**src/rtl/if_fetch_stage.sv**
```systemverilog
// Instruction-fetch front end: PC register, sync-read imem addressing, WB-stage
// redirect resolution, downstream stall, and the IF/ID pipeline register.
module if_fetch_stage #(
    parameter logic [31:0] RESET_PC      = 32'd0,
    parameter logic [31:0] PC_STEP       = 32'd1,
    parameter int unsigned SQUASH_CYCLES = 1,
    parameter int unsigned PERF_W        = 32
) (
    input  logic              clk,
    input  logic              rst_n,
    input  logic              stall,
    input  logic              wb_BranchZ,
    input  logic              wb_BranchN,
    input  logic              wb_Jump,
    input  logic              wb_JumpMem,
    input  logic              wb_Z,
    input  logic              wb_N,
    input  logic [31:0]       reg_target,
    input  logic [31:0]       mem_target,
    output logic [31:0]       imem_addr,
    input  logic [31:0]       imem_rdata,
    output logic [31:0]       pc_out,
    output logic [31:0]       id_pc,
    output logic [31:0]       id_instr,
    output logic              id_valid,
    output logic              redirect,
    output logic [PERF_W-1:0] fetch_count
);
    typedef enum logic [1:0] {S_BOOT, S_RUN, S_FLUSH} state_t;

    localparam logic [2:0] SQ_RELOAD = 3'(SQUASH_CYCLES - 1);

    state_t            r_state, w_state_nxt;
    logic [31:0]       r_pc, w_pc_nxt, w_target;
    logic [31:0]       r_id_pc, r_id_instr;
    logic              r_id_valid, w_id_valid_nxt;
    logic [PERF_W-1:0] r_fetch_count;
    logic [2:0]        r_squash, w_squash_nxt;
    logic              w_redirect, w_load_id, w_count_en;

    assign w_redirect = wb_Jump | wb_JumpMem | (wb_BranchZ & wb_Z) | (wb_BranchN & wb_N);
    assign w_target   = wb_JumpMem ? mem_target : reg_target;

    always_comb begin
        w_state_nxt    = r_state;
        w_pc_nxt       = r_pc;
        w_squash_nxt   = r_squash;
        w_id_valid_nxt = r_id_valid;
        w_load_id      = 1'b0;
        w_count_en     = 1'b0;
        if (w_redirect) begin
            w_pc_nxt       = w_target;
            w_squash_nxt   = SQ_RELOAD;
            w_id_valid_nxt = 1'b0;
            w_state_nxt    = (SQ_RELOAD != 3'd0) ? S_FLUSH : S_RUN;
        end else if (r_state == S_BOOT) begin
            w_state_nxt = S_RUN;
        end else if (!stall) begin
            w_pc_nxt  = r_pc + PC_STEP;
            w_load_id = 1'b1;
            if (r_state == S_FLUSH) begin
                // squashed slot still loads pc/instr so IF/ID tracks the fetch stream
                w_id_valid_nxt = 1'b0;
                w_squash_nxt   = r_squash - 3'd1;
                if (r_squash == 3'd1) begin
                    w_state_nxt = S_RUN;
                end
            end else begin
                w_id_valid_nxt = 1'b1;
                w_count_en     = 1'b1;
            end
        end
    end

    // BOOT re-reads RESET_PC so the first RUN cycle sees I(pc_out)
    assign imem_addr = (r_state == S_BOOT) ? RESET_PC : w_pc_nxt;

    always_ff @(posedge clk or negedge rst_n) begin
        if (!rst_n) begin
            r_state <= S_BOOT;
        end else begin
            r_state <= w_state_nxt;
        end
    end

    always_ff @(posedge clk or negedge rst_n) begin
        if (!rst_n) begin
            r_pc          <= RESET_PC;
            r_id_pc       <= '0;
            r_id_instr    <= '0;
            r_id_valid    <= 1'b0;
            r_fetch_count <= '0;
            r_squash      <= '0;
        end else begin
            r_pc       <= w_pc_nxt;
            r_squash   <= w_squash_nxt;
            r_id_valid <= w_id_valid_nxt;
            if (w_load_id) begin
                r_id_pc    <= r_pc;
                r_id_instr <= imem_rdata;
            end
            if (w_count_en && (r_fetch_count != '1)) begin
                r_fetch_count <= r_fetch_count + PERF_W'(1);
            end
        end
    end

    assign pc_out      = r_pc;
    assign id_pc       = r_id_pc;
    assign id_instr    = r_id_instr;
    assign id_valid    = r_id_valid;
    assign redirect    = w_redirect;
    assign fetch_count = r_fetch_count;
endmodule

```
**config.mk**
```make
export PLATFORM = sky130hd
export DESIGN_NAME = if_fetch_stage
export DESIGN_NICKNAME = d
export VERILOG_FILES = /design/src/rtl/if_fetch_stage.sv
export SDC_FILE = /design/constraint.sdc
export NUM_CORES = 1
export LEC_CHECK = 0
export BUFFER_PORTS_ARGS = -buffer_cell sky130_fd_sc_hd__buf_2
export CAP_MARGIN = 20
export CORE_MARGIN = 2
export CORE_UTILIZATION = 43
export CTS_CLUSTER_SIZE = 8
export DETAILED_ROUTE_END_ITERATION = 7
export GPL_ROUTABILITY_DRIVEN = 1
export GPL_TIMING_DRIVEN = 0
export PLACE_DENSITY = 0.79
export REMOVE_ABC_BUFFERS = 1
export SKIP_CTS_REPAIR_TIMING = 1
export SYNTH_ARGS = -nofsm -noshare
export SYNTH_HDL_FRONTEND = slang
export SYNTH_SLANG_ARGS = --single-unit
```
**constraint.sdc**
```tcl
create_clock -name clk -period 7.36 [get_ports clk]
set_clock_uncertainty 0.15 [all_clocks]
set_input_delay 1.472 -clock clk [delete_from_list [all_inputs] [get_ports clk]]
set_output_delay 1.472 -clock clk [all_outputs]
set_load 0.01 [all_outputs]
```
After elaboration in Yosys (flattened, before gate mapping)
Cells that the tools add are included.
{"block": "totals", "register_bits": 134, "input_bits": 105, "out_inout_bits": 162, "elab_cells": 53}
{"block": "classes", "add_sub_neg": 3, "eq_ne": 6, "muxes": 24, "bitwise": 5, "reduce_logical": 8}
{"cell": "32-bit 2-to-1 mux", "count": 5}
{"cell": "32-bit by 1-bit adder with 32-bit output (second input constant)", "count": 2}
{"cell": "32-bit inequality test (second input constant)", "count": 1}
{"cell": "3-bit 2-to-1 mux", "count": 4}
{"cell": "1-bit 2-to-1 mux", "count": 10}
{"cell": "2-bit 2-to-1 mux", "count": 5}
{"cell": "3-bit AND reduction", "count": 2}
{"cell": "3-bit nonzero test", "count": 2}
{"cell": "3-bit by 1-bit == test with 1-bit output (second input constant)", "count": 1}
{"cell": "3-bit by 1-bit inequality test with 1-bit output (second input constant)", "count": 1}
{"cell": "1-bit bitwise OR", "count": 3}
{"cell": "3-bit by 1-bit subtractor with 3-bit output (second input constant)", "count": 1}
{"cell": "1-bit bitwise AND", "count": 2}
{"cell": "2-bit == test (second input constant)", "count": 1}
{"cell": "2-bit logical NOT", "count": 1}
{"cell": "2-bit by 1-bit inequality test with 1-bit output (second input constant)", "count": 1}
{"cell": "2-bit inequality test (second input constant)", "count": 1}
{"cell": "2-bit AND reduction", "count": 1}
{"cell": "2-bit nonzero test", "count": 1}
{"cell": "1-bit logical AND", "count": 1}

Logic depth before layout (Yosys ltp)
Gate-level depths: netlist of run 1.
{"block": "logic_depth", "ltp_word": 6, "mapped_depth": 7, "mapped_depth_nobuf": 6}

Worst setup path after synthesis of run 1
No wires, ideal clock.
{"block": "synth_path", "path_kind": "input to output", "from": "input wb_BranchN", "to": "output imem_addr[29]", "t_arrival_ps": 3150, "t_required_ps": 5738, "slack_ps": 2588, "cell_stages": 7, "path_buffers": 1, "path_cell_list": "a211o_1 -> nor2_1 -> clkinv_1 -> clkbuf_1 -> nand2_1 -> o31ai_1 -> nor4_1"}
{"block": "synth_between", "elab_chain_len": 4}
{"element": "start, declared", "line_no": "13", "text": "input logic wb_BranchN,"}
{"element": "1-bit bitwise AND", "line_no": "41", "text": "assign w_redirect = wb_Jump | wb_JumpMem | (wb_BranchZ & wb_Z) | (wb_BranchN & wb_N);"}
{"element": "1-bit bitwise OR", "line_no": "41"}
{"element": "named net redirect", "line_no": "26", "text": "output logic redirect,"}
{"element": "32-bit 2-to-1 mux", "line_no": "51", "text": "if (w_redirect) begin"}
{"element": "32-bit 2-to-1 mux", "line_no": "76", "text": "assign imem_addr = (r_state == S_BOOT) ? RESET_PC : w_pc_nxt;"}
{"element": "end, declared", "line_no": "20", "text": "output logic [31:0] imem_addr,"}
The timed path passes the listed nets, and every way through them passes these cells.

Worst setup path after layout of run 1
{"block": "layout_path", "from": "input wb_JumpMem", "to": "output imem_addr[30]"}
{"block": "layout_between", "elab_chain_len": 5, "word_cells_on_any_way": 6, "classes_between": "mux (3); bitwise (3)"}
{"element": "start, declared", "line_no": "15", "text": "input logic wb_JumpMem,"}
{"element": "1-bit bitwise OR (3 in a row)", "line_no": "41"}
{"element": "32-bit 2-to-1 mux (*)", "line_no": "51"}
{"element": "named net w_pc_nxt[30]", "line_no": "34", "text": "logic [31:0] r_pc, w_pc_nxt, w_target;"}
{"element": "32-bit 2-to-1 mux (*)", "line_no": "76"}
Mark *: on every way through the listed nets, which the timed path passes. The rest lies on a longest branch.

==> impl_metrics.ini, run 1 <==
[routing]
detail_route.vias_per_cell = 5.35
wl_um = 19200
drt_pass1_iterations = 5
drc_errors = 0
via_count = 6294
drtAntennaViolNets = 0
drt_iter0_drc = 323
wire_per_inst_um = 16.4

[yosys]
synth_ff_type = dfrtp_1
netlist_instances = 728
yosysWarnings = 0
synth_cell_types = 51
yosysSeqAreaShare_pct = 48.9
avgSynthCellArea_um2 = 9.13
synth-seq-cells = 130
synthesis.area_um2 = 6650
async_reset_ff_share_pct = 100
synth_edf_count = 0

[cts]
cts_max_path_buffers = 2
cts_tree = done
clk_pin_slew_ns = 0.05
numCtsBuffers = 17
htreeDepth = 4
cts.sinks = 130
cts_root_buf = clkbuf_16
clk_latency_ns = 0.41

[min_path]
whs_path_depth = 2
hp-class = flop to flop
hold_end = id_instr[19]
hold_start = id_instr[19]

[placed_design]
gp_congestion = 0.808
portBuffers = 266
dp_worst_setup_slack_ns = 1.40
dp_hpwl_um = 13600

[power_and_ir_drop]
p_total_mw = 2.18
pwr-share-comb_pct = 19.8
sequentialPowerShare_pct = 41.9
power.switching_mw = 0.630
cellLeakagePower_nw = 4.47
internal_power_mw = 1.55
peakVddDrop_uv = 155
p_per_area_nw_per_um2 = 251
p_clk_share_pct = 38.3
switching_share_pct = 28.9

[sta]
clock.fmax_mhz = 172
slew_violations = 0
post-route-period-util_pct = 78.9
hold_violations = 0
finalSetupViolCount = 0
worstMarginPinSlew_ns = 0.892
worst_slack_ns = 1.55
rsz0062_at_grt = false
max-slew-margin-rel_pct = 40.5
fin_crit_ns = 5.81

[floorplanning]
coreArea_um2 = 15100
dieArea_um2 = 16500
io_pins = 267
start_util_pct = 43.9
die_h_um = 128
num_rows = 45
die_w_um = 128

[setup_path]
worstPathMaxFanout = 45
crit_path_start_kind = primary input
r2r_slack_ns = 4.09
cp-end-kind = output pin
cp_data_arrival_time_ns = 4.19
crit_type = primary input to output pin
r2r-end = fetch_count[30]
critPathRequiredTime_ns = 5.74
crit-reg2reg-launch = r_state[0]
reg2reg_depth = 5

[layout]
multi_input_area_um2 = 3200
area.sequential_um2 = 3250
fillers = 1388
layout_commonest_cell = buf_2
syn2layout_area_growth_pct = 30.7
mostFrequentLayoutCells = 265 x buf_2, 212 x nand2_1, 130 x dfrtp_1, 41 x a211oi_1, 31 x xnor2_1
finalNetCount = 1086
layout-drive-gt1-share_pct = 32.0

[global_route]
grt_max_degree = 88
grtUsageTotal_pct = 23.6
overflow = 0
grt_pass1_wl_um = 30400
grt_antenna_before_repair = 1
grt_pass1_vias = 6068

[run]
cap_violations = 0

[run_status]
outcome = finished clean
[flip-flops by register name, indices dropped and copies added (netlist names)]
name	count
fetch_count	32
id_instr	32
id_pc	32
id_valid	1
pc_out	32
r_state	1
[cell families after synthesis]
family / Yosys count / synth area share [%]
adder cells (fa/ha/maj): 2 / 0.376
multiplexers: 10 / 1.54
other: 1 / 0.0564
AND/OR/NAND/NOR: 396 / 29.5
flip-flops: 130 / 48.9
buffers and inverters: 44 / 3.22
XOR/XNOR: 54 / 7.11
AO/OA/AOI/OAI: 91 / 9.24
[layer usage]
metal / wire [µm] / part of all wire, % / up-vias / global-route usage (%)
met4: 501 / 2.6 / 0 / 9.89
met2: 9420 / 49 / 246 / 40.2
li1: - / - / 3013 / -
met1: 8060 / 42 / 2997 / 28.9
met3: 1260 / 6.6 / 38 / 5.61
met5: 0 / 0 / - / 0
[how the worst max path moves through the flow]
stage / end / from / slack (ns)
after global placement: imem_addr[27] / wb_JumpMem / -2.78
after detailed placement: imem_addr[27] / wb_JumpMem / 1.40
after CTS: imem_addr[27] / wb_JumpMem / 1.39
after floorplan: imem_addr[29] / wb_BranchN / -0.21
after global routing: imem_addr[28] / wb_JumpMem / 1.28
final: imem_addr[30] / wb_JumpMem / 1.55
[power groups by stage]
| stage | combinational [mW] | clock (mW) | sequential, mW |
|---|---|---|---|
| floorplan | 0.156 | 0 | 0.965 |
| global placement | 0.421 | 0 | 0.918 |
| detailed placement | 0.434 | 0 | 0.923 |
| CTS | 0.436 | 0.850 | 0.912 |
| global route | 0.479 | 0.880 | 0.930 |
| finish | 0.431 | 0.834 | 0.912 |
[per-stage QoR]
| stage | cells | util (%) | cell area (µm²) | setup TNS, ns | hold WS (ns) |
|---|---|---|---|---|---|
| global placement | 1145 | 53.0 | 8030 | -39.48 | 0.302 |
| CTS | 1175 | 57.2 | 8670 | 0 | 0.320 |
| global route | 1177 | 57.4 | 8690 | 0 | 0.338 |
| detailed placement | 1147 | 53.5 | 8100 | 0 | 0.307 |
| finish | 1177 | 57.4 | 8690 | 0 | 0.315 |
| floorplan | 691 | - | 6460 | -0.761 | 0.364 |
[cells in the mapped netlist, types with 17 or more instances]
library cell / n / area [µm²]
a211oi_1: 41 / 308
a21oi_1: 25 / 125
and2_1: 23 / 144
clkbuf_1: 29 / 109
dfrtp_1: 130 / 3250
nand2_1: 213 / 800
nand3_1: 26 / 130
nand4_1: 20 / 125
nor2_1: 18 / 67.6
nor2b_1: 25 / 156
nor3_1: 17 / 85.1
xnor2_1: 31 / 272
xor2_1: 23 / 201
[layout make-up]
| class | instances | share of cell area (%) |
|---|---|---|
| tap | 188 | 2.71 |
| clock buffer | 21 | 5.30 |
| antenna | 1 | 0.0288 |
| timing repair buffer | 269 | 16.2 |
| clock inverter | 7 | 1.27 |
| sequential | 130 | 37.4 |
| inverter | 7 | 0.302 |
| multi-input combinational | 554 | 36.8 |
[critical path, stage by stage]
cell      delay [ns]
buf_2           0.20
buf_12          0.22
a211o_1         0.31
nor2_4          0.48
clkinv_1        0.65
o31ai_1         0.41
a211oi_1        0.10
and2_1          0.18
buf_2           0.14
No activity file was read; power rests on OpenSTA's default activity.
==> run 2, diff against run 1 <==
--- a/config.mk
+++ b/config.mk
@@ -13,7 +13,7 @@
 export DETAILED_ROUTE_END_ITERATION = 7
 export GPL_ROUTABILITY_DRIVEN = 1
 export GPL_TIMING_DRIVEN = 0
-export PLACE_DENSITY = 0.79
+export PLACE_DENSITY = 0.82
 export REMOVE_ABC_BUFFERS = 1
 export SKIP_CTS_REPAIR_TIMING = 1
 export SYNTH_ARGS = -nofsm -noshare
==> constraint.sdc (replaced) <==
create_clock -name clk -period 5 [get_ports clk]
set_clock_uncertainty 0.15 [all_clocks]
set_input_delay 1 -clock clk [delete_from_list [all_inputs] [get_ports clk]]
set_output_delay 1 -clock clk [all_outputs]
set_load 0.01 [all_outputs]
==> impl_metrics.ini, run 2 (synthesized netlist as in run 1, its figures left out) <==
[run_status]
outcome = finished clean

[layout]
mostFrequentLayoutCells = 265 x buf_2, 212 x nand2_1, 130 x dfrtp_1, 41 x a211oi_1, 31 x xnor2_1
layout-drive-gt1-share_pct = 32.4
syn2layout_area_growth_pct = 30.9
design_area_um2 = 8700
finalNetCount = 1087
layout_commonest_cell = buf_2

[cts]
clk_latency_ns = 0.41
cts_max_path_buffers = 2
numCtsBuffers = 17
cts_root_buf = clkbuf_16
htreeDepth = 4
cts_tree = done
clk_pin_slew_ns = 0.05
cts.sinks = 130

[sta]
fin_crit_ns = 4.77
hold_violations = 0
finalSetupViolCount = 0
worst_slack_ns = 0.226
clock.fmax_mhz = 209
post-route-period-util_pct = 95.5
rsz0062_at_grt = false
worstMarginPinSlew_ns = 0.921
slew_violations = 0
max-slew-margin-rel_pct = 37.8

[routing]
detail_route.vias_per_cell = 5.36
drt_iter0_drc = 369
wire_per_inst_um = 16.4
drtAntennaViolNets = 0
drc_errors = 0
drt_pass1_iterations = 5
via_count = 6325
wl_um = 19400

[setup_path]
crit_path_start_kind = primary input
critPathRequiredTime_ns = 3.85
cp-end-kind = output pin
crit_type = primary input to output pin
worstPathMaxFanout = 38
cp_data_arrival_time_ns = 3.62

[power_and_ir_drop]
sequentialPowerShare_pct = 42.3
internal_power_mw = 2.24
pwr-share-comb_pct = 19.9
p_clk_share_pct = 37.8
p_per_area_nw_per_um2 = 365
switching_share_pct = 29.6
cellLeakagePower_nw = 4.46
power.switching_mw = 0.941
peakVddDrop_uv = 216

[floorplanning]
die_h_um = 128
die_w_um = 128
start_util_pct = 43.9
io_pins = 267
num_rows = 45
coreArea_um2 = 15100
dieArea_um2 = 16500

[global_route]
grtUsageTotal_pct = 23.0
grt_antenna_before_repair = 1
grt_pass1_vias = 6023
grt_pass1_wl_um = 29800
grt_max_degree = 91
overflow = 0

[placed_design]
portBuffers = 266
gp_congestion = 0.821
dp_hpwl_um = 13500
dp_worst_setup_slack_ns = -0.197
placed_cell_area_um2 = 8100

[min_path]
hp-class = flop to flop

[run]
cap_violations = 0
run 2: cell types whose count changed in the layout (fill, tap and decap cells not counted), sizes merged:
cell      delta
clkinvlp     +5
nor2         +1
bufinv       -1
clkinv       -1
run 2: area by class of cell:
type / instances / area, µm²
flip-flops and latches: 130 / 3250
clock buffers: 21 / 460
fillers: 1360 / 6440
repair buffers: 269 / 1410
multi-input cells: 555 / 3210
well taps: 188 / 235
clock inverters: 10 / 110
inverters: 7 / 30.0
diodes: 1 / 2.50
run 2: path summary, 6_finish.rpt:
kind | startpoint | end | slack [ns] | depth (start not counted)
worst min-delay path | id_instr[7] | id_instr[7] | 0.32 | 2
min in group asynchronous | rst_n | id_instr[14] | 0.36 | 1
worst max register to register | r_state[0] | fetch_count[12] | 1.72 | 5
max in group asynchronous | rst_n | pc_out[26] | 3.57 | 2
worst min register to register | id_instr[7] | id_instr[7] | 0.32 | 2
worst max-delay path | wb_JumpMem | imem_addr[28] | 0.23 | 10
run 2: stage by stage:
stage	instances	power [mW]	utilization, %	hold slack, ns	TNS [ns]
floorplan	691	1.65	-	0.364	-18.67
global placement	1145	1.97	53.0	0.301	-121.48
detailed placement	1147	1.99	53.5	0.307	-0.646
CTS	1178	3.20	57.2	0.321	-0.623
global route	1180	3.33	57.4	0.328	0
finish	1181	3.18	57.5	0.317	0
run 2: power by group through the flow:
stage	clock network (mW)	logic (mW)	registers, mW
3_3_place_gp	0	0.617	1.35
6_report	1.20	0.632	1.34
4_1_cts	1.22	0.636	1.34
2_1_floorplan	0	0.229	1.42
3_5_place_dp	0	0.634	1.36
5_1_grt	1.27	0.701	1.37
run 2: worst max-delay path: stages:
cell and delay (ns):
buf_2 0.25, buf_12 0.24, a211o_1 0.34, nor2_4 0.42
buf_12 0.27, clkinvlp_4 0.32, o31ai_1 0.33, a211oi_1 0.09
and2_1 0.19, buf_2 0.15
run 2: routing by layer:
layer  track usage, %  wire length (µm)
met1             28.4              8160
met3             5.57              1310
met5                0                 0
met2             39.3              9500
met4             8.92               395
==> run 3, diff against run 2 <==
--- a/config.mk
+++ b/config.mk
@@ -7,13 +7,13 @@
 export LEC_CHECK = 0
 export BUFFER_PORTS_ARGS = -buffer_cell sky130_fd_sc_hd__buf_2
 export CAP_MARGIN = 20
-export CORE_MARGIN = 2
-export CORE_UTILIZATION = 43
+export CORE_MARGIN = 3
+export CORE_UTILIZATION = 44
 export CTS_CLUSTER_SIZE = 8
 export DETAILED_ROUTE_END_ITERATION = 7
 export GPL_ROUTABILITY_DRIVEN = 1
 export GPL_TIMING_DRIVEN = 0
-export PLACE_DENSITY = 0.82
+export PLACE_DENSITY = 0.84
 export REMOVE_ABC_BUFFERS = 1
 export SKIP_CTS_REPAIR_TIMING = 1
 export SYNTH_ARGS = -nofsm -noshare
==> constraint.sdc (replaced) <==
create_clock -name clk -period 5 [get_ports clk]
set_clock_uncertainty 0.15 [all_clocks]
set_input_delay 1 -clock clk [delete_from_list [all_inputs] [get_ports clk]]
set_output_delay 1 -clock clk [all_outputs]
set_load 0.02 [all_outputs]
==> impl_metrics.ini, run 3 (synthesized netlist as in run 1, its figures left out) <==
[run_status]
outcome = finished clean

[setup_path]
crit_chain = clkbuf_4, a211o_1, nor2_4, buf_12, clkinvlp_4, o31ai_1, a211oi_1, and2_1, buf_2
cpPeakStageDelay_ns = 0.45
r2r_slack_ns = 1.72
crit_type = primary input to output pin
cp-end-kind = output pin
worstPathMaxFanout = 59
cp_data_arrival_time_ns = 3.38
crit_path_start_kind = primary input
critPathRequiredTime_ns = 3.85
slowest_stage = a211o_1
crit_family = buffers and inverters
cp_num_buf_inv = 4

[global_route]
grt_pass1_wl_um = 30400
grt_antenna_before_repair = 0
grtUsageTotal_pct = 23.3
grt_pass1_vias = 5994
overflow = 0
grt_max_degree = 80

[sta]
clock.fmax_mhz = 221
tns_ns = 0
worst_slack_ns = 0.465
finalSetupViolCount = 0
slew_violations = 0
max-slew-margin-rel_pct = 42.6
rsz0062_at_grt = false
fin_crit_ns = 4.53
post-route-period-util_pct = 90.7
worstMarginPinSlew_ns = 0.850
hold_violations = 0

[layout]
syn2layout_area_growth_pct = 30.8
n_antenna_cell = 0
fillers = 1280
finalNetCount = 1087
mostFrequentLayoutCells = 264 x buf_2, 212 x nand2_1, 130 x dfrtp_1, 41 x a211oi_1, 31 x xnor2_1
final_cells = 1177
layout_commonest_cell = buf_2
layout-drive-gt1-share_pct = 32.5
finalCoreUtilization_pct = 59.4

[routing]
drt_iter0_drc = 409
via_count = 6265
detail_route.vias_per_cell = 5.32
routed.top_layer = met4
wl_met2_um = 9540
wire_per_inst_um = 16.5
wl_um = 19400
drtAntennaViolNets = 0
met3_length_um = 1300
drc_errors = 0
met1_length_um = 8120
drt_pass1_iterations = 5

[cts]
htreeDepth = 4
cts_tree = done
cts_root_buf = clkbuf_16
clk_pin_slew_ns = 0.06
numCtsBuffers = 17
cts.sinks = 130
cts_max_path_buffers = 2
clk_latency_ns = 0.41

[floorplanning]
dieArea_um2 = 16600
die_h_um = 129
die_w_um = 129
coreArea_um2 = 14600
num_rows = 44
start_util_pct = 45.4
io_pins = 267

[power_and_ir_drop]
cellLeakagePower_nw = 4.45
power.switching_mw = 1.10
switching_share_pct = 33.1
p_per_area_nw_per_um2 = 383
peakVddDrop_uv = 226
p_clk_share_pct = 36.3
pwr-share-comb_pct = 23.4
sequentialPowerShare_pct = 40.3
internal_power_mw = 2.23
p_total_mw = 3.33

[placed_design]
dp_worst_setup_slack_ns = -0.149
dp_hpwl_um = 13900
gp_congestion = 0.819
post-place-cells = 1143
portBuffers = 266

[run]
cap_violations = 0

[min_path]
hp-class = flop to flop
run 3: changes by cell type in the layout (fill, tap and decap cells not counted), sizes merged:
cell	previous run	this run
diode	1	0
buf	269	268
clkbuf	21	20
clkinvlp	5	7
clkinv	4	5
run 3: worst paths after layout:
kind                             from               to  depth (start not counted)
min                          id_pc[6]         id_pc[6]                          2
max                        wb_JumpMem    imem_addr[28]                          9
max in group asynchronous       rst_n       pc_out[27]                          2
max reg2reg                r_state[0]  fetch_count[12]                          5
min in group asynchronous       rst_n      id_instr[9]                          1
min reg2reg                  id_pc[6]         id_pc[6]                          2
run 3: tightest hold or removal path, delay by kind of cell (launching register included):
family / cells / cell delay (ns)
and+or+nand+nor: 2 / 0.10
DFF: 1 / 0.33
run 3: metrics by stage:
stage	cell area [µm²]	hold WS, ns
floorplan	6460	0.439
global placement	8020	0.302
detailed placement	8090	0.307
CTS	8670	0.321
global route	8690	0.331
finish	8690	0.317
run 3: layer usage:
metal	vias up	GRT usage (%)
met4	0	9.14
li1	3028	-
met5	-	0
met2	260	39.0
met1	2939	29.4
met3	38	5.06
run 3: area by class of cell:
class / count / area (µm²) / area share [%]
flip-flops and latches: 130 / 3250 / 37.4
multi-input cells: 555 / 3210 / 36.9
repair buffers: 269 / 1400 / 16.0
clock buffers: 19 / 443 / 5.09
well taps: 184 / 230 / 2.65
clock inverters: 13 / 138 / 1.58
inverters: 7 / 30.0 / 0.345
run 3: power groups by stage:
stage	Combinational [mW]	Sequential [mW]	Clock [mW]
after floorplan	0.246	1.54	0
after global placement	0.764	1.35	0
after detailed placement	0.785	1.36	0
after CTS	0.786	1.34	1.23
after global routing	0.848	1.37	1.28
final	0.780	1.34	1.21
